`src/rtl/serial_addsub_pkg.sv`:
```
// Shared encodings for the serial add/sub block: FSM states and mode constants.
package serial_addsub_pkg;

  typedef enum logic [1:0] {
    IDLE = 2'd0,
    RUN  = 2'd1,
    DONE = 2'd2
  } state_t;

  localparam logic MODE_ADD = 1'b0;
  localparam logic MODE_SUB = 1'b1;

endpackage

```
`src/rtl/serial_addsub_fa_cell.sv`:
```
// Purely combinational 1-bit full adder; the only arithmetic in the serial datapath.
module fa_cell (
  input  logic a,
  input  logic b,
  input  logic cin,
  output logic s,
  output logic cout
);

  assign s    = a ^ b ^ cin;
  assign cout = (a & b) | (cin & (a ^ b));

endmodule

```
`src/rtl/serial_addsub.sv`:
```
// Bit-serial adder/subtractor: one full-adder cell, LSB first, WIDTH RUN cycles per op.
module serial_addsub
  import serial_addsub_pkg::*;
#(
  parameter int WIDTH = 8
) (
  input  logic             clk,
  input  logic             rst,
  input  logic             start,
  input  logic             sub,
  input  logic [WIDTH-1:0] a,
  input  logic [WIDTH-1:0] b,
  output logic             busy,
  output logic             done,
  output logic [WIDTH-1:0] result,
  output logic             cout,
  output logic             ovf
);

  localparam int CW = (WIDTH > 1) ? $clog2(WIDTH) : 1;

  state_t           state;
  logic [WIDTH-1:0] sa, sb, acc;
  logic             carry;
  logic [CW-1:0]    cnt;
  logic             fa_s, fa_c;
  logic             last;

  fa_cell u_fa (
    .a   (sa[0]),
    .b   (sb[0]),
    .cin (carry),
    .s   (fa_s),
    .cout(fa_c)
  );

  assign last = (cnt == CW'(WIDTH - 1));

  always_ff @(posedge clk) begin
    if (rst) begin
      state  <= IDLE;
      busy   <= 1'b0;
      done   <= 1'b0;
      result <= '0;
      cout   <= 1'b0;
      ovf    <= 1'b0;
      sa     <= '0;
      sb     <= '0;
      acc    <= '0;
      carry  <= 1'b0;
      cnt    <= '0;
    end else begin
      done <= 1'b0;
      case (state)
        IDLE, DONE: begin
          if (start) begin
            // Subtraction is a + ~b + 1: the +1 rides in as the initial carry.
            sa    <= a;
            sb    <= (sub == MODE_SUB) ? ~b : b;
            carry <= (sub == MODE_SUB);
            cnt   <= '0;
            acc   <= '0;
            busy  <= 1'b1;
            state <= RUN;
          end else begin
            state <= IDLE;
          end
        end
        RUN: begin
          acc   <= {fa_s, acc[WIDTH-1:1]};
          sa    <= sa >> 1;
          sb    <= sb >> 1;
          carry <= fa_c;
          if (last) begin
            result <= {fa_s, acc[WIDTH-1:1]};
            cout   <= fa_c;
            ovf    <= carry ^ fa_c;
            done   <= 1'b1;
            busy   <= 1'b0;
            state  <= DONE;
          end else begin
            cnt <= cnt + CW'(1);
          end
        end
        default: begin
          busy  <= 1'b0;
          state <= IDLE;
        end
      endcase
    end
  end

endmodule
```
`config.mk`:
```
export PLATFORM = sky130hd
export DESIGN_NAME = serial_addsub
export DESIGN_NICKNAME = d
export VERILOG_FILES = /design/src/rtl/serial_addsub_pkg.sv /design/src/rtl/serial_addsub_fa_cell.sv /design/src/rtl/serial_addsub.sv
export SDC_FILE = /design/constraint.sdc
export NUM_CORES = 1
export LEC_CHECK = 0
export CORE_ASPECT_RATIO = 1.1
export CORE_MARGIN = 2
export CORE_UTILIZATION = 32
export CTS_CLUSTER_DIAMETER = 30
export DETAILED_ROUTE_END_ITERATION = 8
export PLACE_DENSITY = 0.6
export SLEW_MARGIN = 20
export SYNTH_ARGS = -nofsm -noshare
export SYNTH_HDL_FRONTEND = slang
export SYNTH_SLANG_ARGS = --single-unit
```
`constraint.sdc`:
```
create_clock -name clk -period 2.1 [get_ports clk]
set_clock_uncertainty 0.15 [all_clocks]
set_input_delay 0.63 -clock clk [delete_from_list [all_inputs] [get_ports clk]]
set_output_delay 0.63 -clock clk [all_outputs]
set_load 0.02 [all_outputs]
```
==> summary.txt, run 1 <==
Timing
  • Period utilization: 96.98%
  • Upper clock frequency limit: 491.0 MHz
  • Min Tclk post-route: 2.037 ns
  • Slew headroom: 70.86%
  • Final Hold Viols: 0
  • Final count of pins violating max slew: 0
  • Worst setup margin: 0.06341 ns
  • Tightest Pin Transition: 0.4357 ns
  • Setup TNS: 0 ns
  • Hold_ws: 0.3049 ns
  • RSZ-0062 raised after global routing: no
  • Final setup fails: 0

GRT
  • Initial antenna violation count: 0
  • Met3 Track Usage GR: 3.764%
  • Vias in the first global route: 1,213
  • Gr usage total: 12.15%
  • Largest net degree at the start of global routing: 42
  • GR Util met1: 14.81%
  • First-pass GRT wire length: 5547 um
  • Met2 Resource Use GR: 19.11%
  • GR Overflow Total: 0
  • Busiest grt layer: met2

Floorplanning
  • Core Rows: 27
  • Die ar.: 5913 um^2
  • # IOs: 32
  • Die W: 73.50 um
  • Die Y: 80.45 um
  • Core Footprint: 5067 um^2
  • Initial Util: 33.56%

Clocking
  • Clock root buffer: clkbuf_8
  • Clock Pin Slew Worst Setup and Hold Paths: 0.08 ns
  • Clk sink count: 41
  • Post-CTS sizing: 0
  • Clock buffer count from CTS: 5
  • CTS tree: done
  • Longest Clk Path Bufs: 2
  • Clk_lat worst skew: 0.30 ns
  • H-tree depth: 2
  • Hold_buf cts: 0
  • Postcts setup bufs: 0

Synth
  • Syn Nets: 219
  • Yosys warnings: 0
  • Mapped Area: 1700 um^2
  • Yosys reg bits: 41
  • Avg Inst Size Synth: 8.675 um^2
  • Yosys cell types: 24
  • Register area share after synthesis: 48.27%
  • Post-synthesis cell count: 196

Pwr
  • Peak supply drop: 0.2150 mV
  • P per Cell Area: 711.9 nW/um^2
  • Pleak: 0.7526 nW
  • Tot Pwr: 1.536 mW

Layout
  • Register area: 820.8 um^2
  • Post-Layout Cell Count: 283
  • Finished Core Util: 42.57%
  • Fin nets: 247
  • Area occupied by multi-input gates: 769.5 um^2
  • Layout fillers: 531
  • Syn-to-layout area delta: 26.86%
  • Inserted Diodes: 0
  • Share of layout cells above drive strength 1: 7.111%
  • Post-route cell area: 2157 um^2

Route
  • Antenna-violating nets left: 0
  • DR vias: 1,384
  • Post-DR wirelength/cell: 11.90 um
  • TritonRoute pass-1 iters: 4
  • Initial DRC count: 71
  • WL final: 3367 um
  • Vias per Instance: 4.890
  • DRC violation count after routing: 0

Job
  • Max_cap viols: 0

Min path
  • Worst Hold Class: register to register
  • Hold_sp: result[6]

Critical path
  • Worst reg2reg path startpoint: cnt[0]
  • Crit path max-delay cell type: clkdlybuf4s50_1
  • Critical path arrival: 1.26 ns
  • Critical Path Source: ovf
  • CP bufs+invs: 1
  • Critical path capture point type: primary output
  • CP Cell Sequence: clkdlybuf4s50_1
  • Crit Path Max Fanout: 2
  • CP top delay family: buffers and inverters
  • CP startpoint kind: register
  • Highest cell delay on the worst timing path: 0.61 ns
  • CP required: 1.32 ns
  • Crit Path Class: register to primary output

Place
  • Pre-CTS WS: 0.09841 ns
  • Post-Place Cells: 275
  • Port buffer count: 31
  • Hpwl dp: 2149 um
  • Routability cong.: 0.6643
  • DP Area: 2071 um^2

Outcome
  • Status: completed
## routing by layer
metal / up-vias / wire [um]
met2: 24 / 1548
met1: 619 / 1638
li1: 735 / -
met3: 6 / 112
met4: 0 / 68
met5: - / 0
## registers in the layout (all words and copies together) (netlist names)
name,cells
acc,7
busy,1
carry,1
cnt,3
cout,1
done,1
ovf,1
result,8
sa,8
sb,8
state,2
## area by class of cell
| class | instances | share of cell area [%] |
|---|---|---|
| clock buffer | 5 | 3.190 |
| multi-input combinational | 137 | 35.67 |
| clock inverter | 3 | 0.8121 |
| timing repair buffer | 39 | 18.91 |
| tap | 58 | 3.364 |
| sequential | 41 | 38.05 |
## cells in the mapped netlist (all sizes together)
master	n	share of area, %
and3b	1	0.52
and2b	1	0.44
a22oi	15	6.6
nand2b	3	1.1
nor2	4	0.88
a21oi	38	11
nand3b	1	0.44
buf	12	5.1
o21bai	1	0.44
xnor2	1	0.52
clkbuf	6	1.4
nand2	30	6.6
fa	1	1.2
dfxtp	41	48
or3b	1	0.52
ha	2	1.5
nor2b	1	0.37
xor2	8	4.1
nor3b	1	0.44
a211oi	1	0.44
nand3	27	7.9
## final timing paths
path	slack [ns]	to	cells past startpoint
worst max register to register	0.44	ovf	5
worst max-delay path	0.06	ovf	1
worst min-delay path	0.30	result[6]	2
worst min register to register	0.30	result[6]	2
## placed cells by master (no fill, tap or decap), types with 2 or more instances in the layout
master and instances:
a21oi_1 38, a22oi_1 15, buf_12 3, buf_4 5, clkbuf_8 5, clkdlybuf4s50_1 31, clkinv_2 2, dfxtp_1 41
ha_1 2, nand2_1 30, nand2b_1 3, nand3_1 27, nor2_1 4, xor2_1 8
## power by group
part / total (mW) / switching (mW) / internal (mW)
logic: 0.203 / 0.101 / 0.102
registers: 0.829 / 0.0203 / 0.809
clock network: 0.504 / 0.275 / 0.229
total: 1.54 / 0.396 / 1.14
## cells by family (layout without fill, tap and decap cells)
| logic type | count (synthesis) | after routing | share of synthesized area (%) |
|---|---|---|---|
| fa+ha+maj | 3 | 3 | 2.649 |
| flops | 41 | 41 | 48.27 |
| simple gates | 70 | 70 | 19.28 |
| buf+inv | 18 | 47 | 6.475 |
| compound gates | 55 | 55 | 18.69 |
| xor+xnor | 9 | 9 | 4.636 |
Note: power is estimated with default switching activity, not from simulation.
==> run 2: changes to the inputs <==
Settings changed: PLACE_DENSITY 0.6 to 0.62.
==> summary.txt, run 2 (synthesized netlist as in run 1, its figures left out) <==
Clocking
  • Hold_buf cts: 0
  • H-tree depth: 2
  • Clock buffer count from CTS: 5
  • Clock root buffer: clkbuf_8
  • Clock Pin Slew Worst Setup and Hold Paths: 0.08 ns
  • Postcts setup bufs: 0
  • Post-CTS sizing: 0
  • Clk_lat worst skew: 0.29 ns
  • Longest Clk Path Bufs: 2
  • Clk sink count: 41
  • CTS tree: done

Route
  • Initial DRC count: 79
  • WL final: 3438 um
  • Met1 WL: 1633 um
  • Max layer used: met4
  • Antenna-violating nets left: 0
  • TritonRoute pass-1 iters: 4
  • DR vias: 1,425
  • DRC violation count after routing: 0
  • WL met3: 144 um
  • Post-DR wirelength/cell: 12.19 um
  • Vias per Instance: 5.053
  • Routed wl met2: 1590 um

Floorplanning
  • Core Footprint: 5067 um^2
  • Core Rows: 27
  • Die W: 73.50 um
  • Die Y: 80.45 um
  • Die ar.: 5913 um^2
  • # IOs: 32
  • Initial Util: 33.56%

Critical path
  • CP required: 1.32 ns
  • Crit path max-delay cell type: clkdlybuf4s50_1
  • CP startpoint kind: register
  • CP Cell Sequence: clkdlybuf4s50_1
  • Crit Path Class: register to primary output
  • CP top delay family: buffers and inverters
  • CP bufs+invs: 1
  • Highest cell delay on the worst timing path: 0.61 ns
  • Critical path capture point type: primary output
  • Critical path arrival: 1.26 ns
  • Crit Path Max Fanout: 2

Timing
  • Min Tclk post-route: 2.041 ns
  • Hold_ws: 0.3050 ns
  • RSZ-0062 raised after global routing: no
  • Final setup fails: 0
  • Period utilization: 97.19%
  • Slew headroom: 62.90%
  • Final Hold Viols: 0
  • Upper clock frequency limit: 489.9 MHz
  • Setup TNS: 0 ns
  • Tightest Pin Transition: 0.5566 ns
  • Final count of pins violating max slew: 0

Job
  • Max_cap viols: 0

GRT
  • Largest net degree at the start of global routing: 42
  • First-pass GRT wire length: 5961 um
  • Initial antenna violation count: 0
  • Vias in the first global route: 1,326
  • Gr usage total: 13.07%
  • GR Overflow Total: 0

Layout
  • Syn-to-layout area delta: 28.40%
  • Most frequent cells in the layout: 41 x dfxtp_1, 38 x a21oi_1, 31 x clkdlybuf4s50_1
  • Share of layout cells above drive strength 1: 6.696%
  • Inserted Diodes: 0
  • Fin nets: 246
  • Most common cell after layout, fill and taps aside: dfxtp_1
  • Biggest regs: result (8), sa (8), sb (8)
  • Layout fillers: 528

Place
  • Hpwl dp: 2195 um
  • Routability cong.: 0.6809
  • Port buffer count: 31

Min path
  • Worst Hold Class: register to register

Pwr
  • Pleak: 0.7613 nW
  • Peak supply drop: 0.2846 mV
  • P per Cell Area: 775.5 nW/um^2

Outcome
  • Status: completed
-- run 2: cell count changes in the layout (fill, tap and decap cells not counted) --
cell,delta
clkinv_2,-2
buf_4,-1
bufinv_16,+1
clkbuf_8,+1
-- run 2: cell type report --
class	instances	area [um^2]	share of cell area [%]
Sequential cell	41	820.8	37.59
Clock buffer	6	82.58	3.782
Tap cell	58	72.57	3.324
Timing Repair Buffer	38	400.4	18.34
Clock inverter	2	37.54	1.719
Multi-Input combinational cell	137	769.5	35.24
-- run 2: path summary, 6_finish.rpt --
| path | depth (start not counted) | startpoint | slack (ns) | endpoint |
|---|---|---|---|---|
| worst max register to register | 4 | state[0] | 0.44 | sa[0] |
| worst min-delay path | 2 | result[7] | 0.31 | result[7] |
| worst min register to register | 2 | result[7] | 0.31 | result[7] |
| worst max-delay path | 1 | ovf | 0.06 | ovf |
-- run 2: stage by stage --
step,utilization (%),worst slack [ns],power (mW),instances,cell area [um^2]
after floorplan,-,0.5625,0.9746,196,1700
after global placement,40.72,0.07702,1.049,274,2063
after detailed placement,40.72,0.07158,1.052,274,2063
after CTS,43.09,0.04348,1.715,282,2183
after global routing,43.09,0.00006362,1.774,282,2183
final,43.09,0.05896,1.693,282,2183
-- run 2: power by group --
| part | internal [mW] | switching, mW | leakage [nW] |
|---|---|---|---|
| sequential | 0.809 | 0.0201 | 0.334 |
| clock | 0.386 | 0.275 | 0.0574 |
| combinational | 0.101 | 0.102 | 0.370 |
-- run 2: metal layers --
metal | track usage (%) | up-vias
li1 | - | 730
met1 | 15.55 | 658
met2 | 21.43 | 30
met3 | 3.764 | 7
met4 | 6.000 | 0
met5 | 0 | -
==> run 3: changes to the inputs <==
Settings changed: RECOVER_POWER set to 50, SKIP_CTS_REPAIR_TIMING set to 1.
==> summary.txt, run 3 (synthesized netlist as in run 1, its figures left out) <==
Outcome
  • Status: completed

Timing
  • Worst setup margin: 0.05913 ns
  • Period utilization: 97.18%
  • Min Tclk post-route: 2.041 ns
  • Tightest Pin Transition: 0.8157 ns
  • Slew headroom: 45.62%
  • Upper clock frequency limit: 490.0 MHz
  • RSZ-0062 raised after global routing: no
  • Final count of pins violating max slew: 0
  • Final Hold Viols: 0
  • Hold_ws: 0.3050 ns
  • Final setup fails: 0
  • Setup TNS: 0 ns

Clocking
  • Clock root buffer: clkbuf_8
  • Clock buffer count from CTS: 5
  • Clk_lat worst skew: 0.29 ns
  • CTS tree: done
  • Clk sink count: 41
  • H-tree depth: 2
  • Longest Clk Path Bufs: 2
  • Clock Pin Slew Worst Setup and Hold Paths: 0.08 ns

Critical path
  • Worst path depth: 1
  • Worst reg2reg path startpoint: state[0]
  • Worst Setup EP: ovf
  • Critical path capture point type: primary output
  • R2R Setup Slk: 0.43 ns
  • Highest cell delay on the worst timing path: 0.61 ns
  • R2R cell count: 4
  • Critical Path Source: ovf
  • Crit Path Max Fanout: 2
  • CP top delay family: buffers and inverters
  • CP bufs+invs: 1
  • CP required: 1.32 ns
  • Crit path max-delay cell type: clkdlybuf4s50_1
  • CP startpoint kind: register
  • Worst r2r dst: sa[0]
  • CP Cell Sequence: clkdlybuf4s50_1
  • Crit Path Class: register to primary output
  • Critical path arrival: 1.26 ns

Place
  • Routability cong.: 0.6809
  • Hpwl dp: 2195 um
  • Post-Place Cells: 274
  • Pre-CTS WS: 0.07158 ns
  • Port buffer count: 31

Floorplanning
  • Die ar.: 5913 um^2
  • Core Rows: 27
  • Core Footprint: 5067 um^2
  • Initial Util: 33.56%
  • # IOs: 32
  • Die Y: 80.45 um
  • Die W: 73.50 um

Layout
  • Fin nets: 246
  • Syn-to-layout area delta: 27.52%
  • Area occupied by multi-input gates: 769.5 um^2
  • Inserted Diodes: 0
  • Register area: 820.8 um^2
  • Layout fillers: 529
  • Most common cell after layout, fill and taps aside: dfxtp_1
  • Post-Layout Cell Count: 282
  • Most frequent cells in the layout: 41 x dfxtp_1, 38 x a21oi_1, 30 x nand2_1, 30 x clkdlybuf4s50_1, 27 x nand3_1
  • Share of layout cells above drive strength 1: 6.696%
  • Biggest regs: result (8), sa (8), sb (8)

Min path
  • Worst Hold Class: register to register
  • Hold_sp: result[7]

Route
  • Antenna-violating nets left: 0
  • DR vias: 1,420
  • TritonRoute pass-1 iters: 4
  • Vias per Instance: 5.035
  • Routed wl met2: 1594 um
  • Met1 WL: 1635 um
  • WL final: 3443 um
  • Max layer used: met4
  • DRC violation count after routing: 0
  • Post-DR wirelength/cell: 12.21 um
  • WL met3: 143 um
  • Initial DRC count: 79

Job
  • Max_cap viols: 0

Pwr
  • Pleak: 0.7563 nW
  • P per Cell Area: 779.0 nW/um^2
  • Peak supply drop: 0.2838 mV
  • Tot Pwr: 1.689 mW

GRT
  • Largest net degree at the start of global routing: 42
  • GR Overflow Total: 0
  • Vias in the first global route: 1,326
  • First-pass GRT wire length: 5961 um
  • Gr usage total: 13.07%
  • Initial antenna violation count: 0
## run 3: power breakdown
part           internal (mW)  switching, mW  total [mW]
Clock                  0.386          0.275       0.661
Combinational         0.0973          0.102       0.199
Sequential             0.809         0.0201       0.829
Total                   1.29          0.397        1.69
## run 3: metal layers
layer,GRT usage (%),up-vias
met5,0,-
met2,21.43,30
met4,6.000,0
met1,15.55,653
li1,-,730
met3,3.764,7
## run 3: metrics by stage
step / instance area, um^2 / util, %
floorplan: 1700 / -
global placement: 2063 / 40.72
detailed placement: 2063 / 40.72
CTS: 2183 / 43.09
global route: 2168 / 42.79
finish: 2168 / 42.79
## run 3: final cells by class
class                           count  share of cell area, %
Multi-Input combinational cell    137                  35.49
Sequential cell                    41                  37.85
Timing Repair Buffer               38                  17.77
Clock buffer                        6                  3.808
Tap cell                           58                  3.347
Clock inverter                      2                  1.731
## run 3: worst min path at each step
stage                            to  slack [ns]  depth (start not counted)
after floorplan           result[0]        0.28                          2
after global placement    result[0]        0.29                          2
after detailed placement  result[7]        0.30                          2
after CTS                 result[7]        0.31                          2
after global routing      result[7]        0.32                          2
final                     result[7]        0.31                          2
## run 3: worst min-delay path: stages (launching register included)
cell	delay (ns)
dfxtp_1	0.31
nand2_1	0.05
a21oi_1	0.05
